`src/rtl/mc_sequencer.sv`:
```
// mc_sequencer: multicycle IF/ID/EX/MEM/WB control for the MIPS-subset datapath.
// Optional cycle/retired-instruction counters are enabled with `define MC_PERF_CNT_EN.
//
// state | meaning
// IDLE  | waiting for run
// IF    | instruction fetch, imem handshake, IR load on ack
// ID    | register read, illegal-instruction check
// EX    | ALU op; branches/jumps update PC and finish here
// MEM   | data memory handshake (lw/sw)
// WB    | register write-back and PC+4
// HALT  | stopped until reset (err shows why)
module mc_sequencer #(
  parameter int ACK_TIMEOUT = 16,
  parameter int CNT_W       = 32
) (
  input  logic       clk,
  input  logic       pcrst,
  input  logic       run,
  input  logic [5:0] op,
  input  logic [5:0] func,
  input  logic       z,
  output logic       imem_req,
  input  logic       imem_ack,
  output logic       dmem_req,
  input  logic       dmem_ack,
  output logic       Irwrite,
  output logic       Pcwrite,
  output logic       Wreg,
  output logic       Wmem,
  output logic       Regrt,
  output logic       Se,
  output logic       Aluqb,
  output logic [1:0] Aluc,
  output logic [1:0] Pcsrc,
  output logic [1:0] Reg2reg,
  output logic       Reglui,
  output logic       sArith,
  output logic       sRight,
  output logic       halted,
  output logic       err,
  output logic [2:0] state
`ifdef MC_PERF_CNT_EN
  ,
  output logic [CNT_W-1:0] cyc_cnt,
  output logic [CNT_W-1:0] instret_cnt
`endif
);

  typedef enum logic [2:0] {
    S_IDLE = 3'd0, S_IF = 3'd1, S_ID = 3'd2, S_EX = 3'd3,
    S_MEM  = 3'd4, S_WB = 3'd5, S_HALT = 3'd7
  } state_t;

  localparam int TW = (ACK_TIMEOUT > 1) ? $clog2(ACK_TIMEOUT) : 1;
  localparam logic [TW-1:0] TMO_LAST = TW'((ACK_TIMEOUT > 0) ? ACK_TIMEOUT - 1 : 0);

  if (CNT_W < 1) begin : g_cnt_w_chk
    $error("CNT_W must be at least 1");
  end

  state_t        state_q, state_d;
  logic          err_q, err_d;
  logic [TW-1:0] tmo_q, tmo_d;

  logic       legal, is_beq, is_bne, is_j, is_jr, is_lw, is_sw;
  logic       d_regrt, d_se, d_aluqb, d_lui, d_sarith, d_sright;
  logic [1:0] d_aluc, d_r2r;
  logic       wait_st, tmo_hit;

  always_comb begin
    legal = 1'b0; is_beq = 1'b0; is_bne = 1'b0; is_j = 1'b0;
    is_jr = 1'b0; is_lw = 1'b0; is_sw = 1'b0;
    d_regrt = 1'b0; d_se = 1'b0; d_aluqb = 1'b0; d_lui = 1'b0;
    d_sarith = 1'b0; d_sright = 1'b0; d_aluc = 2'b00; d_r2r = 2'b00;
    case (op)
      6'b000000: begin
        case (func)
          6'b100000: begin legal = 1'b1; d_aluqb = 1'b1; d_r2r = 2'b01; end
          6'b100010: begin legal = 1'b1; d_aluqb = 1'b1; d_r2r = 2'b01; d_aluc = 2'b01; end
          6'b100100: begin legal = 1'b1; d_aluqb = 1'b1; d_r2r = 2'b01; d_aluc = 2'b10; end
          6'b100101: begin legal = 1'b1; d_aluqb = 1'b1; d_r2r = 2'b01; d_aluc = 2'b11; end
          6'b000000: begin legal = 1'b1; d_r2r = 2'b10; end
          6'b000010: begin legal = 1'b1; d_r2r = 2'b10; d_sright = 1'b1; end
          6'b000011: begin legal = 1'b1; d_r2r = 2'b10; d_sright = 1'b1; d_sarith = 1'b1; end
          6'b001000: begin legal = 1'b1; is_jr = 1'b1; end
          default: ;
        endcase
      end
      6'b001000: begin legal = 1'b1; d_regrt = 1'b1; d_se = 1'b1; d_r2r = 2'b01; end
      6'b001100: begin legal = 1'b1; d_regrt = 1'b1; d_aluc = 2'b10; d_r2r = 2'b01; end
      6'b001101: begin legal = 1'b1; d_regrt = 1'b1; d_aluc = 2'b11; d_r2r = 2'b01; end
      6'b100011: begin legal = 1'b1; d_regrt = 1'b1; d_se = 1'b1; is_lw = 1'b1; end
      6'b101011: begin legal = 1'b1; d_regrt = 1'b1; d_se = 1'b1; is_sw = 1'b1; end
      6'b000100: begin legal = 1'b1; d_regrt = 1'b1; d_se = 1'b1; d_aluqb = 1'b1;
                       d_aluc = 2'b01; is_beq = 1'b1; end
      6'b000101: begin legal = 1'b1; d_regrt = 1'b1; d_se = 1'b1; d_aluqb = 1'b1;
                       d_aluc = 2'b01; is_bne = 1'b1; end
      6'b001111: begin legal = 1'b1; d_regrt = 1'b1; d_lui = 1'b1; d_r2r = 2'b01; end
      6'b000010: begin legal = 1'b1; is_j = 1'b1; end
      default: ;
    endcase
  end

  // A fetch with run low is abandoned, so it neither requests nor counts as waiting.
  assign wait_st = ((state_q == S_IF) && run && !imem_ack) || ((state_q == S_MEM) && !dmem_ack);
  assign tmo_hit = (ACK_TIMEOUT != 0) && wait_st && (tmo_q == TMO_LAST);

  always_comb begin
    state_d = state_q;
    err_d   = err_q;
    tmo_d   = (wait_st && !tmo_hit) ? tmo_q + TW'(1) : '0;
    case (state_q)
      S_IDLE: if (run) state_d = S_IF;
      S_IF: begin
        if (!run)          state_d = S_IDLE;
        else if (imem_ack) state_d = S_ID;
        else if (tmo_hit)  begin state_d = S_HALT; err_d = 1'b1; end
      end
      S_ID: begin
        if (legal) state_d = S_EX;
        else       begin state_d = S_HALT; err_d = 1'b1; end
      end
      S_EX: begin
        if (is_beq || is_bne || is_j || is_jr) state_d = S_IF;
        else if (is_lw || is_sw)               state_d = S_MEM;
        else                                   state_d = S_WB;
      end
      S_MEM: begin
        if (dmem_ack)     state_d = is_sw ? S_IF : S_WB;
        else if (tmo_hit) begin state_d = S_HALT; err_d = 1'b1; end
      end
      S_WB:    state_d = S_IF;
      S_HALT:  state_d = S_HALT;
      default: state_d = S_IDLE;
    endcase
  end

  always_ff @(posedge clk or negedge pcrst) begin
    if (!pcrst) begin
      state_q <= S_IDLE;
      err_q   <= 1'b0;
      tmo_q   <= '0;
    end else begin
      state_q <= state_d;
      err_q   <= err_d;
      tmo_q   <= tmo_d;
    end
  end

  always_comb begin
    imem_req = 1'b0; dmem_req = 1'b0; Irwrite = 1'b0; Pcwrite = 1'b0;
    Wreg = 1'b0; Wmem = 1'b0; Regrt = 1'b0; Se = 1'b0; Aluqb = 1'b0;
    Aluc = 2'b00; Pcsrc = 2'b00; Reg2reg = 2'b00; Reglui = 1'b0;
    sArith = 1'b0; sRight = 1'b0;
    if (state_q == S_ID || state_q == S_EX || state_q == S_MEM || state_q == S_WB) begin
      Regrt = d_regrt; Se = d_se; Aluqb = d_aluqb; Aluc = d_aluc;
      Reg2reg = d_r2r; Reglui = d_lui; sArith = d_sarith; sRight = d_sright;
    end
    case (state_q)
      S_IF: begin
        imem_req = run;
        Irwrite  = run && imem_ack;
      end
      S_EX: begin
        if (is_beq || is_bne) begin
          Pcwrite = 1'b1;
          Pcsrc   = ((is_beq && z) || (is_bne && !z)) ? 2'b10 : 2'b00;
        end else if (is_j) begin
          Pcwrite = 1'b1; Pcsrc = 2'b11;
        end else if (is_jr) begin
          Pcwrite = 1'b1; Pcsrc = 2'b01;
        end
      end
      S_MEM: begin
        dmem_req = 1'b1;
        Aluc = 2'b00; Aluqb = 1'b0; Se = 1'b1;
        Wmem    = is_sw;
        Pcwrite = is_sw && dmem_ack;
      end
      S_WB: begin
        Wreg = 1'b1; Pcwrite = 1'b1;
      end
      default: ;
    endcase
  end

  assign halted = (state_q == S_HALT);
  assign err    = err_q;
  assign state  = state_q;

`ifdef MC_PERF_CNT_EN
  logic [CNT_W-1:0] cyc_q, inst_q;

  always_ff @(posedge clk or negedge pcrst) begin
    if (!pcrst) begin
      cyc_q  <= '0;
      inst_q <= '0;
    end else begin
      if (state_q != S_IDLE && state_q != S_HALT) cyc_q <= cyc_q + CNT_W'(1);
      if (Pcwrite) inst_q <= inst_q + CNT_W'(1);
    end
  end

  assign cyc_cnt     = cyc_q;
  assign instret_cnt = inst_q;
`endif

endmodule
```
`config.mk`:
```
export PLATFORM = sky130hd
export DESIGN_NAME = mc_sequencer
export DESIGN_NICKNAME = d
export VERILOG_FILES = /design/src/rtl/mc_sequencer.sv
export SDC_FILE = /design/constraint.sdc
export NUM_CORES = 1
export LEC_CHECK = 0
export CORE_UTILIZATION = 41
export CTS_CLUSTER_SIZE = 30
export DETAILED_ROUTE_END_ITERATION = 16
export PLACE_DENSITY = 0.8
export RECOVER_POWER = 25
export SETUP_SLACK_MARGIN = 0.4
export SYNTH_ARGS = -nofsm -noshare
export SYNTH_HDL_FRONTEND = slang
export SYNTH_SLANG_ARGS = --single-unit
```
`constraint.sdc`:
```
create_clock -name clk -period 1.8 [get_ports clk]
set_input_delay 0.36 -clock clk [delete_from_list [all_inputs] [get_ports clk]]
set_output_delay 0.36 -clock clk [all_outputs]
set_load 0.005 [all_outputs]
```
==> results of run 1 <==
logic make-up after synthesis:
family / count (synthesis) / share of synthesized area [%]
AO/OA/AOI/OAI: 30 / 23.2
XOR/XNOR: 3 / 2.98
adder cells (fa/ha/maj): 2 / 2.83
buffers and inverters: 13 / 6.94
flip-flops: 8 / 22.7
multiplexers: 1 / 1.13
AND/OR/NAND/NOR: 62 / 40.2
through the flow:
stage | instance area [µm²] | hold slack, ps | instances | utilization, % | TNS [ps]
floorplan | 977 | 64.4 | 119 | - | 0
global placement | 1640 | 444 | 219 | 81.9 | -11010
detailed placement | 1640 | 460 | 219 | 81.9 | -12330
cells in the mapped netlist, types with 2 or more instances:
master and instances:
o31ai_1 2, buf_2 3, nor2_1 15, and4_1 3, nor3b_1 2, dfrtp_1 8, xor2_1 2, o21ai_0 7
and2_1 2, nand4b_1 2, nor3_1 6, nand2_1 7, o211ai_1 3, inv_1 7, and3_1 2, a211oi_1 2
nor2b_1 5, nand3_1 8, buf_4 2, a31oi_1 2, a21oi_1 4, ha_1 2, nand2b_1 3
==> summary.md, run 1 <==
| Metric | Value |
|---|---|
| Yosys reg bits | `8` |
| Top cells by area, synth | `dfrtp_1 (23%), nor2_1 (6.4%), nand3_1 (4.5%)` |
| Initial Utilization | `between 40% and 50%` |
| Synth top area share | `22.7%` |
| Total CTS buffers | `3` |
| H-Tree Depth | `1` |
| Post-synthesis sequential area ratio | `a little under a quarter` |
| Row Count | `16` |
| Setup bufs post-CTS | `37` |
| Clock sinks | `8` |
| Die width | `between 40 and 50 µm` |
| Placement Setup Slack | `-847 ps` |
| Syn_area_per_cell | `roughly 7.4 µm²` |
| Synthesized Nets | `139` |
| Root Buffer | `clkbuf_4` |
| Mapped cell area | `just under 900 µm²` |
| Worst-case clock buffer depth | `2` |
| Die height | `roughly 48 µm` |
| Hpwl dp | `2770 µm` |
| Hold Buf Count CTS | `0` |
| GP Congestion | `around 0.95` |
| PortBufs | `40` |
| CTS resizes | `around 210` |
| I/O pins | `between 40 and 50` |
| First error | `[ERROR DPL-0038] Utilization greater than 100%, impossible to legalize` |
| Synth warnings | `0` |
| Dominant synthesized flop cell | `dfrtp_1` |
| Post-Synthesis Cells | `roughly 120` |
| Yosys cell types | `43` |
| Fail Step | `clock tree synthesis (4_1_cts)` |
| Area leader, netlist | `dfrtp_1` |
| Post-synth EDFFs | `0` |
| Outcome | `did not finish` |
| FFs w/ async S/R, synth | `100%` |
==> run 2, diff against run 1 <==
CORE_AREA = 2 2 63 65   (was default)
CORE_UTILIZATION = default   (was 41)
CTS_CLUSTER_SIZE = default   (was 30)
DIE_AREA = 0 0 65 67   (was default)
PLACE_DENSITY = default   (was 0.8)
PLACE_DENSITY_LB_ADDON = 0.15   (was default)
SETUP_SLACK_MARGIN = default   (was 0.4)
==> run 2 against run 1 <==
- the flow now finishes, with violations (negative setup slack)
- synthesized area unchanged
- synthesized cell count unchanged
==> summary.md, run 2 <==
| Metric | Value |
|---|---|
| DRT iter0 DRCs | `63` |
| Worst Hold Depth | `1` |
| Tcrit/Tclk final | `107%` |
| Top reg by flops | `tmo_q` |
| Final wirelength | `4070 µm` |
| Startpoint Class | `flop` |
| Synthesized Nets | `139 (unchanged)` |
| Fin nets | `between 200 and 300` |
| Worst path cell trace | `buf_6, ha_4, buf_6, buf_6, a211oi_2, buf_2` |
| Maximum capacitance violations | `0` |
| I/O pins | `41 (unchanged)` |
| P&R area growth vs syn | `136%` |
| Antenna cells | `0` |
| Max Fclk | `between 500 and 600 MHz` |
| Leak | `between 0.0009 and 0.001 µW` |
| Worst vdd ir | `454 µV` |
| H-Tree Depth | `1 (unchanged)` |
| Synth top area share | `22.7% (unchanged)` |
| RSZ-0062 raised after global routing | `true` |
| Share of layout cells above drive strength 1 | `between 60% and 70%` |
| Worst-Skew Late Latency | `220 ps` |
| Clock sinks | `8 (unchanged)` |
| First-pass GRT wire length | `between 6000 and 7000 µm` |
| Total Power | `2150 µW` |
| Total CTS buffers | `3 (unchanged)` |
| Worst hold path class | `reg2reg` |
| GP Congestion | `0.956 (was 0.946)` |
| Synth warnings | `0 (unchanged)` |
| Area leader, netlist | `dfrtp_1 (unchanged)` |
| FFs w/ async S/R, synth | `100% (unchanged)` |
| Syn_area_per_cell | `7.42 µm² (unchanged)` |
| Fin crit period | `1930 ps` |
| PwrDens | `1030 nW/µm²` |
| Antenna violations before repair | `0` |
| Commonest non-fill, non-tap cell in the layout | `buf_4` |
| Worst hold endpoint | `tmo_q[0]$_DFF_PN0_` |
| Yosys reg bits | `8 (unchanged)` |
| Top delay family on crit path | `buffers and inverters` |
| Worst-case clock buffer depth | `2 (unchanged)` |
| CP Data Required Time | `1440 ps` |
| Post-synth EDFFs | `0 (unchanged)` |
| Grt ovf | `0` |
| Final hold vios | `0` |
| Internal reg-to-reg setup slack | `around 60 ps` |
| Commonest cells in the netlist | `nor2_1 (15), dfrtp_1 (8), nand3_1 (8) (unchanged)` |
| Drt pass-1 iters | `4` |
| Dominant synthesized flop cell | `dfrtp_1 (unchanged)` |
| DRC | `0` |
| Setup CP Type | `reg2out` |
| Setup_tns | `-574 ps` |
| Outcome | `finished with violations (was did not finish)` |
| Post-Synthesis Cells | `119 (unchanged)` |
| Post-synthesis sequential area ratio | `22.7% (unchanged)` |
| Avg Vias per Cell | `approximately 4.8` |
| Max_slew headroom | `roughly three quarters` |
| Worst endpoint data arrival time | `~1600 ps` |
| R2R depth | `8` |
| Failing checks | `negative setup slack` |
| Count leader, synth | `nor2_1 (unchanged)` |
| CTS tree | `built` |
| Reg2reg start | `state[2]$_DFFE_PN0P_` |
| Die height | `67 µm (was 48.4 µm)` |
| CP Max Fanout | `4` |
| Routed wl met3 | `around 130 µm` |
| Crit path max-delay cell type | `dfrtp_1` |
| Max FFs per register | `4` |
| Via count | `between 1000 and 1500` |
| Clock-pin slew on the worst setup and hold paths | `around 40 ps` |
| Most frequent CP cell | `buf_6` |
| Top sig layer | `met4` |
| Hpwl dp | `2570 µm (was 2770 µm)` |
| Routed Antenna Nets | `0` |
| Commonest non-fill, non-tap cells in the layout | `buf_4 (63), buf_2 (20), buf_6 (16)` |
| PortBufs | `40 (unchanged)` |
| Full die area | `approximately 4400 µm²` |
| Wire length on met1 | `about 1700 µm` |
| Min-delay src | `tmo_q[0]$_DFF_PN0_` |
| Core footprint | `~3600 µm²` |
| Top cells by area, synth | `dfrtp_1 (23%), nor2_1 (6.4%), nand3_1 (4.5%) (unchanged)` |
| Mapped cell area | `883 µm² (unchanged)` |
| Yosys cell types | `43 (unchanged)` |
| Clk_skew | `approximately 2.1 ps` |
| Final Max Tran Viols | `0` |
| WL per Instance | `approximately 15 µm` |
| Buf/Inv on CP | `4` |
| Row Count | `22 (was 16)` |
| Root Buffer | `clkbuf_8 (was clkbuf_4)` |
| Reg2Reg Capture Point | `tmo_q[3]$_DFF_PN0_` |
| Initial Utilization | `24.5% (was 44.1%)` |
| Vias in the first global route | `between 1000 and 1500` |
| Worst slew pin tran | `around 380 ps` |
| Critical Path Max Stage Delay | `410 ps` |
| Hold Buf Count CTS | `0 (unchanged)` |
| Final setup fails | `9` |
| Largest net degree at the start of global routing | `9` |
| GRT Total Usage | `between 10% and 20%` |
| Detailed route wirelength on metal2 | `2160 µm` |
| CP endpoint kind | `output port` |
| Final worst slack | `-130 ps` |
| Critical Path Stages | `6` |
| Die width | `65 µm (was 48.4 µm)` |
run 2: cell counts after synthesis:
Identical to the previous run, type by type.
run 2: final cells by class:
| cell class | instances | area (µm²) |
|---|---|---|
| well taps | 48 | 60.1 |
| clock buffers | 3 | 41.3 |
| multi-input cells | 98 | 828 |
| fillers | 334 | 1520 |
| inverters | 7 | 26.3 |
| flip-flops and latches | 8 | 200 |
| repair buffers | 116 | 926 |
run 2: timing repair:
action | CTS | global route
setup endpoints to repair | 22 | 22
pin swaps | 28 | 23
buffers inserted | 27 | 11
gates resized for setup | 151 | 38
run 2: where the power goes:
part	switching [µW]	total, µW	internal, µW	leakage (µW)
registers	47.4	276	228	0.000100
logic	669	1660	996	0.000851
clock network	62.5	207	144	0.0000216
total	779	2150	1370	0.000972
run 2: stage by stage:
| stage | std cells | cell area (µm²) | hold WS (ps) | setup WS, ps | util [%] |
|---|---|---|---|---|---|
| global route | 280 | 2080 | 510 | -164 | 57.7 |
| CTS | 273 | 1940 | 425 | -130 | 53.7 |
| finish | 280 | 2080 | 476 | -130 | 57.7 |
| global placement | 244 | 1640 | 451 | -837 | 45.4 |
| detailed placement | 244 | 1640 | 477 | -811 | 45.4 |
| floorplan | 119 | 890 | 64.4 | 27.2 | - |
run 2: per-layer routing:
layer | up-vias | GRT usage [%]
met5 | - | 0
met4 | 0 | 6.12
met1 | 634 | 21.8
li1 | 669 | -
met2 | 34 | 33.5
met3 | 6 | 0.169
run 2: cell families after synthesis:
group,after synthesis,share of synthesized area [%]
flip-flops,8,22.7
adder cells (fa/ha/maj),2,2.83
multiplexers,1,1.13
XOR/XNOR,3,2.98
AO/OA/AOI/OAI,30,23.2
AND/OR/NAND/NOR,62,40.2
buffers and inverters,13,6.94
run 2: worst max-delay path by stage:
stage,startpoint,end
floorplan,op[3],Aluc[0]
global placement,op[1],Pcwrite
detailed placement,op[3],Aluc[0]
CTS,state[2]$_DFFE_PN0P_,Aluc[1]
global route,state[2]$_DFFE_PN0P_,Aluc[1]
finish,state[2]$_DFFE_PN0P_,Aluc[1]
No activity file was read; power rests on OpenSTA's default activity.
==> run 3, diff against run 2 <==
SKIP_LAST_GASP = 1   (was default)
==> run 3 against run 2 <==
- the run still ends with negative setup slack left
- die area unchanged
- wire length down 4.1%
- first-iteration DRC count down 21%
- combinational power about the same
- critical path depth unchanged
- core utilization down 1.6 points
- maximum frequency up 0.40%
- clock skew up 0.52 ps
- hold slack better by 1.2 ps
- final cell count down 1.8%
- worst setup slack better by 7.6 ps
- sequential power about the same
- highest routed layer unchanged
==> summary.md, run 3 (synthesized netlist as in run 2, its figures left out) <==
| Metric | Value |
|---|---|
| Final Util | `56.2% (was 57.7%)` |
| Clock sinks | `8 (unchanged)` |
| Finished Layout Cells | `275 (was 280)` |
| WL per Instance | `14.2 µm (was 14.5 µm)` |
| Clock-pin slew on the worst setup and hold paths | `40 ps (about the same)` |
| Commonest non-fill, non-tap cells in the layout | `buf_4 (56), buf_2 (18), buf_6 (17) (was buf_4 (63), buf_2 (20), buf_6 (16))` |
| Final hold vios | `0 (unchanged)` |
| PwrDens | `1050 nW/µm² (was 1030 nW/µm²)` |
| Avg Vias per Cell | `4.77 (was 4.80)` |
| Via count | `1311 (was 1343)` |
| CTS tree | `built (unchanged)` |
| Final Max Tran Viols | `0 (unchanged)` |
| Worst endpoint data arrival time | `1560 ps (was 1570 ps)` |
| Storage cell area | `200 µm² (unchanged)` |
| CP endpoint kind | `output port (unchanged)` |
| First-pass GRT wire length | `5980 µm (was 6060 µm)` |
| Core footprint | `3610 µm² (unchanged)` |
| GRT Total Usage | `17.5% (was 17.8%)` |
| Grt ovf | `0 (unchanged)` |
| Top sig layer | `met4 (unchanged)` |
| Root Buffer | `clkbuf_8 (unchanged)` |
| GP Congestion | `0.956 (unchanged)` |
| Setup_tns | `-589 ps (was -574 ps)` |
| Detailed route wirelength on metal2 | `2050 µm (was 2160 µm)` |
| Fin crit period | `1920 ps (was 1930 ps)` |
| Final wirelength | `3900 µm (was 4070 µm)` |
| Hold slack | `477 ps (was 476 ps)` |
| Full die area | `4360 µm² (unchanged)` |
| Worst vdd ir | `460 µV (was 454 µV)` |
| Worst-Skew Late Latency | `220 ps (about the same)` |
| Failing checks | `negative setup slack (unchanged)` |
| # placed instances | `244 (unchanged)` |
| Worst-case clock buffer depth | `2 (unchanged)` |
| Die width | `65 µm (unchanged)` |
| P&R area growth vs syn | `129% (was 136%)` |
| Row Count | `22 (unchanged)` |
| Initial Utilization | `24.5% (unchanged)` |
| H-Tree Depth | `1 (unchanged)` |
| Worst hold path class | `reg2reg (unchanged)` |
| # fillers | `340 (was 334)` |
| CP Data Required Time | `1440 ps (about the same)` |
| DRT iter0 DRCs | `50 (was 63)` |
| Max_slew headroom | `74.6% (about the same)` |
| PortBufs | `40 (unchanged)` |
| CP Max Fanout | `4 (unchanged)` |
| Drt pass-1 iters | `4 (unchanged)` |
| Hpwl dp | `2570 µm (unchanged)` |
| Vias in the first global route | `1345 (was 1330)` |
| Clk_skew | `2.64 ps (was 2.12 ps)` |
| Setup CP Type | `reg2out (unchanged)` |
| Worst slew pin tran | `380 ps (about the same)` |
| Crit path from | `state[2]$_DFFE_PN0P_ (unchanged)` |
| Maximum capacitance violations | `0 (unchanged)` |
| Share of layout cells above drive strength 1 | `59.5% (was 63.4%)` |
| Final worst slack | `-122 ps (was -130 ps)` |
| Routed Antenna Nets | `0 (unchanged)` |
| Hold Buf Count CTS | `0 (unchanged)` |
| Footprint of the multi-input gates | `801 µm² (was 828 µm²)` |
| Wire length on met1 | `1690 µm (was 1710 µm)` |
| Leak | `0.000947 µW (was 0.000972 µW)` |
| Final setup fails | `10 (was 9)` |
| Antenna violations before repair | `0 (unchanged)` |
| Routed wl met3 | `102 µm (was 125 µm)` |
| Fin nets | `249 (was 254)` |
| Antenna cells | `0 (unchanged)` |
| RSZ-0062 raised after global routing | `true (unchanged)` |
| Tcrit/Tclk final | `107% (about the same)` |
| Startpoint Class | `flop (unchanged)` |
| Top reg by flops | `tmo_q (unchanged)` |
| Total CTS buffers | `3 (unchanged)` |
| Min-delay src | `tmo_q[0]$_DFF_PN0_ (unchanged)` |
| Commonest non-fill, non-tap cell in the layout | `buf_4 (unchanged)` |
| I/O pins | `41 (unchanged)` |
| Reg2reg start | `state[2]$_DFFE_PN0P_ (unchanged)` |
| Die height | `67 µm (unchanged)` |
| Max Fclk | `520 MHz (was 518 MHz)` |
| Outcome | `finished with violations (unchanged)` |
| Max FFs per register | `4 (unchanged)` |
| DRC | `0 (unchanged)` |
| Largest net degree at the start of global routing | `9 (unchanged)` |
[run 3: worst max-delay path: stages (launching register included)]
cell and delay [ps]:
dfrtp_1 410, buf_6 130, ha_4 230, buf_6 130
buf_6 120, a211oi_2 180, buf_2 140
[run 3: cell type report]
cell class / count / area share (%)
repair buffers: 111 / 44.3
flip-flops and latches: 8 / 9.88
inverters: 7 / 1.30
well taps: 48 / 2.96
clock buffers: 3 / 2.04
multi-input cells: 98 / 39.5
[run 3: worst paths after layout]
path                       cells after the start  slack, ps              endpoint
min reg2reg                                    1        480    tmo_q[0]$_DFF_PN0_
max in group asynchronous                      1       1030    tmo_q[0]$_DFF_PN0_
max reg2reg                                    8         70    tmo_q[3]$_DFF_PN0_
min                                            1        480    tmo_q[0]$_DFF_PN0_
max                                            6       -120               Aluc[1]
min in group asynchronous                      1        490  state[0]$_DFFE_PN0P_
[run 3: stage by stage]
stage	power (µW)	cell area (µm²)	worst slack [ps]
after global routing	2250	2030	-166
after detailed placement	1230	1640	-811
after global placement	1220	1640	-837
after CTS	1950	1940	-130
after floorplan	694	890	27.2
final	2130	2030	-122
[run 3: what timing repair did]
item	in CTS	in global routing
buffers inserted	27	6
gates resized for setup	142	31
setup endpoints to repair	22	22
pin swaps	28	21
[run 3: routing by layer]
| layer | vias to the layer above | track usage, % |
|---|---|---|
| met5 | - | 0 |
| met4 | 0 | 6.12 |
| met3 | 4 | 0.169 |
| met2 | 26 | 33.2 |
| met1 | 627 | 21.3 |
| li1 | 654 | - |
[run 3: power by group]
part / switching, µW / internal, µW
logic: 657 / 988
clock network: 63.4 / 144
registers: 46.1 / 228
==> run 4, diff against run 3 <==
SKIP_CTS_REPAIR_TIMING = 1   (was default)
==> run 4 against run 3 <==
- the run still ends with negative setup slack left
- sequential power is essentially flat
- core utilization decreased by 3.0 points
- design area fell by 5.4%
- clock skew about the same
- final cell count is 5.1% lower
- non-clock buffer count is 14 lower
- global-route usage fell by 2.2 points
- via count decreased by 5.2%
- total power is 16% lower
- largest power group unchanged
- combinational power down 21%
==> summary.md, run 4 (synthesized netlist as in run 2, its figures left out) <==
| Metric | Value |
|---|---|
| Outcome | `finished with violations (unchanged)` |
| Failing checks | `negative setup slack (unchanged)` |
| Top reg by flops | `tmo_q (unchanged)` |
| Total CTS buffers | `3 (unchanged)` |
| Setup CP Type | `reg2out (unchanged)` |
| Startpoint Class | `flop (unchanged)` |
| Int Pwr | `1120 µW (was 1360 µW)` |
| Total Power | `1790 µW (was 2130 µW)` |
| DRT iter0 DRCs | `20 (was 50)` |
| Buf/Inv on CP | `5 (was 4)` |
| Max_slew headroom | `75.4% (was 74.6%)` |
| Drt pass-1 iters | `4 (unchanged)` |
| CTS tree | `built (unchanged)` |
| Internal reg-to-reg setup slack | `200 ps (was 70 ps)` |
| Placement Setup Slack | `-811 ps (unchanged)` |
| RSZ-0062 raised after global routing | `true (unchanged)` |
| Grt ovf | `0 (unchanged)` |
| Most frequent CP cell | `buf_6 (unchanged)` |
| Avg Vias per Cell | `4.76 (was 4.77)` |
| GRT Total Usage | `15.4% (was 17.5%)` |
| Min-delay src | `tmo_q[0]$_DFF_PN0_ (unchanged)` |
| Worst-case clock buffer depth | `2 (unchanged)` |
| Commonest non-fill, non-tap cells in the layout | `buf_4 (51), dlymetal6s2s_1 (13), nor2_1 (10), buf_2 (10), nand3_1 (8) (was buf_4 (56), buf_2 (18), buf_6 (17))` |
| Antenna violations before repair | `0 (unchanged)` |
| Max FFs per register | `4 (unchanged)` |
| Met1 Use GR | `19.8% (was 21.3%)` |
| H-Tree Depth | `1 (unchanged)` |
| Root Buffer | `clkbuf_8 (unchanged)` |
| CP Max Fanout | `7 (was 4)` |
| Hpwl dp | `2570 µm (unchanged)` |
| GP Congestion | `0.956 (unchanged)` |
| PwrDens | `934 nW/µm² (was 1050 nW/µm²)` |
| Worst path cell trace | `buf_6, nor2b_4, nand2b_1, inv_2, buf_4, buf_6, a211oi_2, buf_2 (was buf_6, ha_4, buf_6, buf_6, a211oi_2, buf_2)` |
| Via count | `1243 (was 1311)` |
| Antenna cells | `0 (unchanged)` |
| I/O pins | `41 (unchanged)` |
| Vias in the first global route | `1207 (was 1345)` |
| DRC | `0 (unchanged)` |
| Row Count | `22 (unchanged)` |
| Commonest non-fill, non-tap cell in the layout | `buf_4 (unchanged)` |
| M2 GR Usage | `27.7% (was 33.2%)` |
| Share of layout cells above drive strength 1 | `53.1% (was 59.5%)` |
| Routed Antenna Nets | `0 (unchanged)` |
| Final worst slack | `-150 ps (was -122 ps)` |
| P&R area growth vs syn | `117% (was 129%)` |
| # fillers | `358 (was 340)` |
| Tcrit/Tclk final | `108% (was 107%)` |
| Clock sinks | `8 (unchanged)` |
| First-pass GRT wire length | `5350 µm (was 5980 µm)` |
| Met3 usage | `0.338% (was 0.169%)` |
| Critical Path Max Stage Delay | `380 ps (was 410 ps)` |
| Maximum capacitance violations | `0 (unchanged)` |
| Top delay family on crit path | `buffers and inverters (unchanged)` |
| Switch share | `37.2% (was 36.0%)` |
| Leak | `0.00101 µW (was 0.000947 µW)` |
| Worst Hold Depth | `1 (unchanged)` |
| Largest net degree at the start of global routing | `13 (was 9)` |
| CP Data Required Time | `1440 ps (about the same)` |
| Die width | `65 µm (unchanged)` |
| Final Util | `53.2% (was 56.2%)` |
| Die height | `67 µm (unchanged)` |
| CP endpoint kind | `output port (unchanged)` |
| Final hold vios | `0 (unchanged)` |
| Clock-pin slew on the worst setup and hold paths | `40 ps (about the same)` |
| Net switching power | `665 µW (was 767 µW)` |
| Worst-Skew Late Latency | `220 ps (about the same)` |
| Final setup fails | `10 (unchanged)` |
| Combinational Power Share | `73.1% (was 77.3%)` |
| Worst hold path class | `reg2reg (unchanged)` |
| Worst hold endpoint | `tmo_q[0]$_DFF_PN0_ (unchanged)` |
| Worst endpoint data arrival time | `1590 ps (was 1560 ps)` |
| Initial Utilization | `24.5% (unchanged)` |
| Reg2Reg Capture Point | `err$_DFFE_PN0P_ (was tmo_q[3]$_DFF_PN0_)` |
| Crit path max-delay cell type | `dfrtp_1 (unchanged)` |
| Full die area | `4360 µm² (unchanged)` |
| Setup_tns | `-703 ps (was -589 ps)` |
| Worst vdd ir | `471 µV (was 460 µV)` |
| Grt peak-use layer | `met2 (unchanged)` |
| Final wirelength | `3510 µm (was 3900 µm)` |
| Clk_skew | `3.05 ps (was 2.64 ps)` |
| Clock power share | `11.6% (was 9.8%)` |
| Final Max Tran Viols | `0 (unchanged)` |
| R2R depth | `6 (was 8)` |
| WL per Instance | `13.5 µm (was 14.2 µm)` |
| Fin crit period | `1950 ps (was 1920 ps)` |
| Fin nets | `235 (was 249)` |
| Share of power burned in registers | `15.3% (was 12.9%)` |
| Core footprint | `3610 µm² (unchanged)` |
| Worst slew pin tran | `368 ps (was 380 ps)` |
| PortBufs | `40 (unchanged)` |
| Reg2reg start | `state[0]$_DFFE_PN0P_ (was state[2]$_DFFE_PN0P_)` |
| Max Fclk | `513 MHz (was 520 MHz)` |
## run 4: power by group through the flow
stage / Sequential, µW / Clock [µW] / Combinational, µW
after CTS: 269 / 211 / 972
after detailed placement: 270 / 0 / 964
after global routing: 283 / 223 / 1410
after global placement: 267 / 0 / 957
final: 275 / 207 / 1310
after floorplan: 269 / 0 / 425
## run 4: worst max-delay path by stage
stage | end | cells after the start | startpoint | slack [ps]
floorplan | Aluc[0] | 6 | op[3] | 30
finish | Aluc[1] | 8 | state[2]$_DFFE_PN0P_ | -150
global route | Aluc[1] | 8 | state[2]$_DFFE_PN0P_ | -220
global placement | Pcwrite | 7 | op[1] | -840
detailed placement | Aluc[0] | 7 | op[3] | -810
CTS | Pcwrite | 7 | op[1] | -830
## run 4: final cells by class
class | instances | area, µm² | area share [%]
clock buffers | 3 | 41.3 | 2.15
inverters | 7 | 28.8 | 1.50
well taps | 48 | 60.1 | 3.13
flip-flops and latches | 8 | 201 | 10.5
repair buffers | 97 | 818 | 42.7
multi-input cells | 98 | 767 | 40.0
## run 4: layer usage
| layer | up-vias | wire, µm |
|---|---|---|
| met2 | 26 | 1780 |
| li1 | 630 | - |
| met3 | 6 | 119 |
| met5 | - | 0 |
| met1 | 581 | 1550 |
| met4 | 0 | 63 |
## run 4: metrics by stage
step / cells / area [µm²] / hold WS, ps
final: 261 / 1920 / 474
after CTS: 247 / 1680 / 425
after global placement: 244 / 1640 / 451
after global routing: 261 / 1920 / 510
after floorplan: 119 / 890 / 64.4
after detailed placement: 244 / 1640 / 477
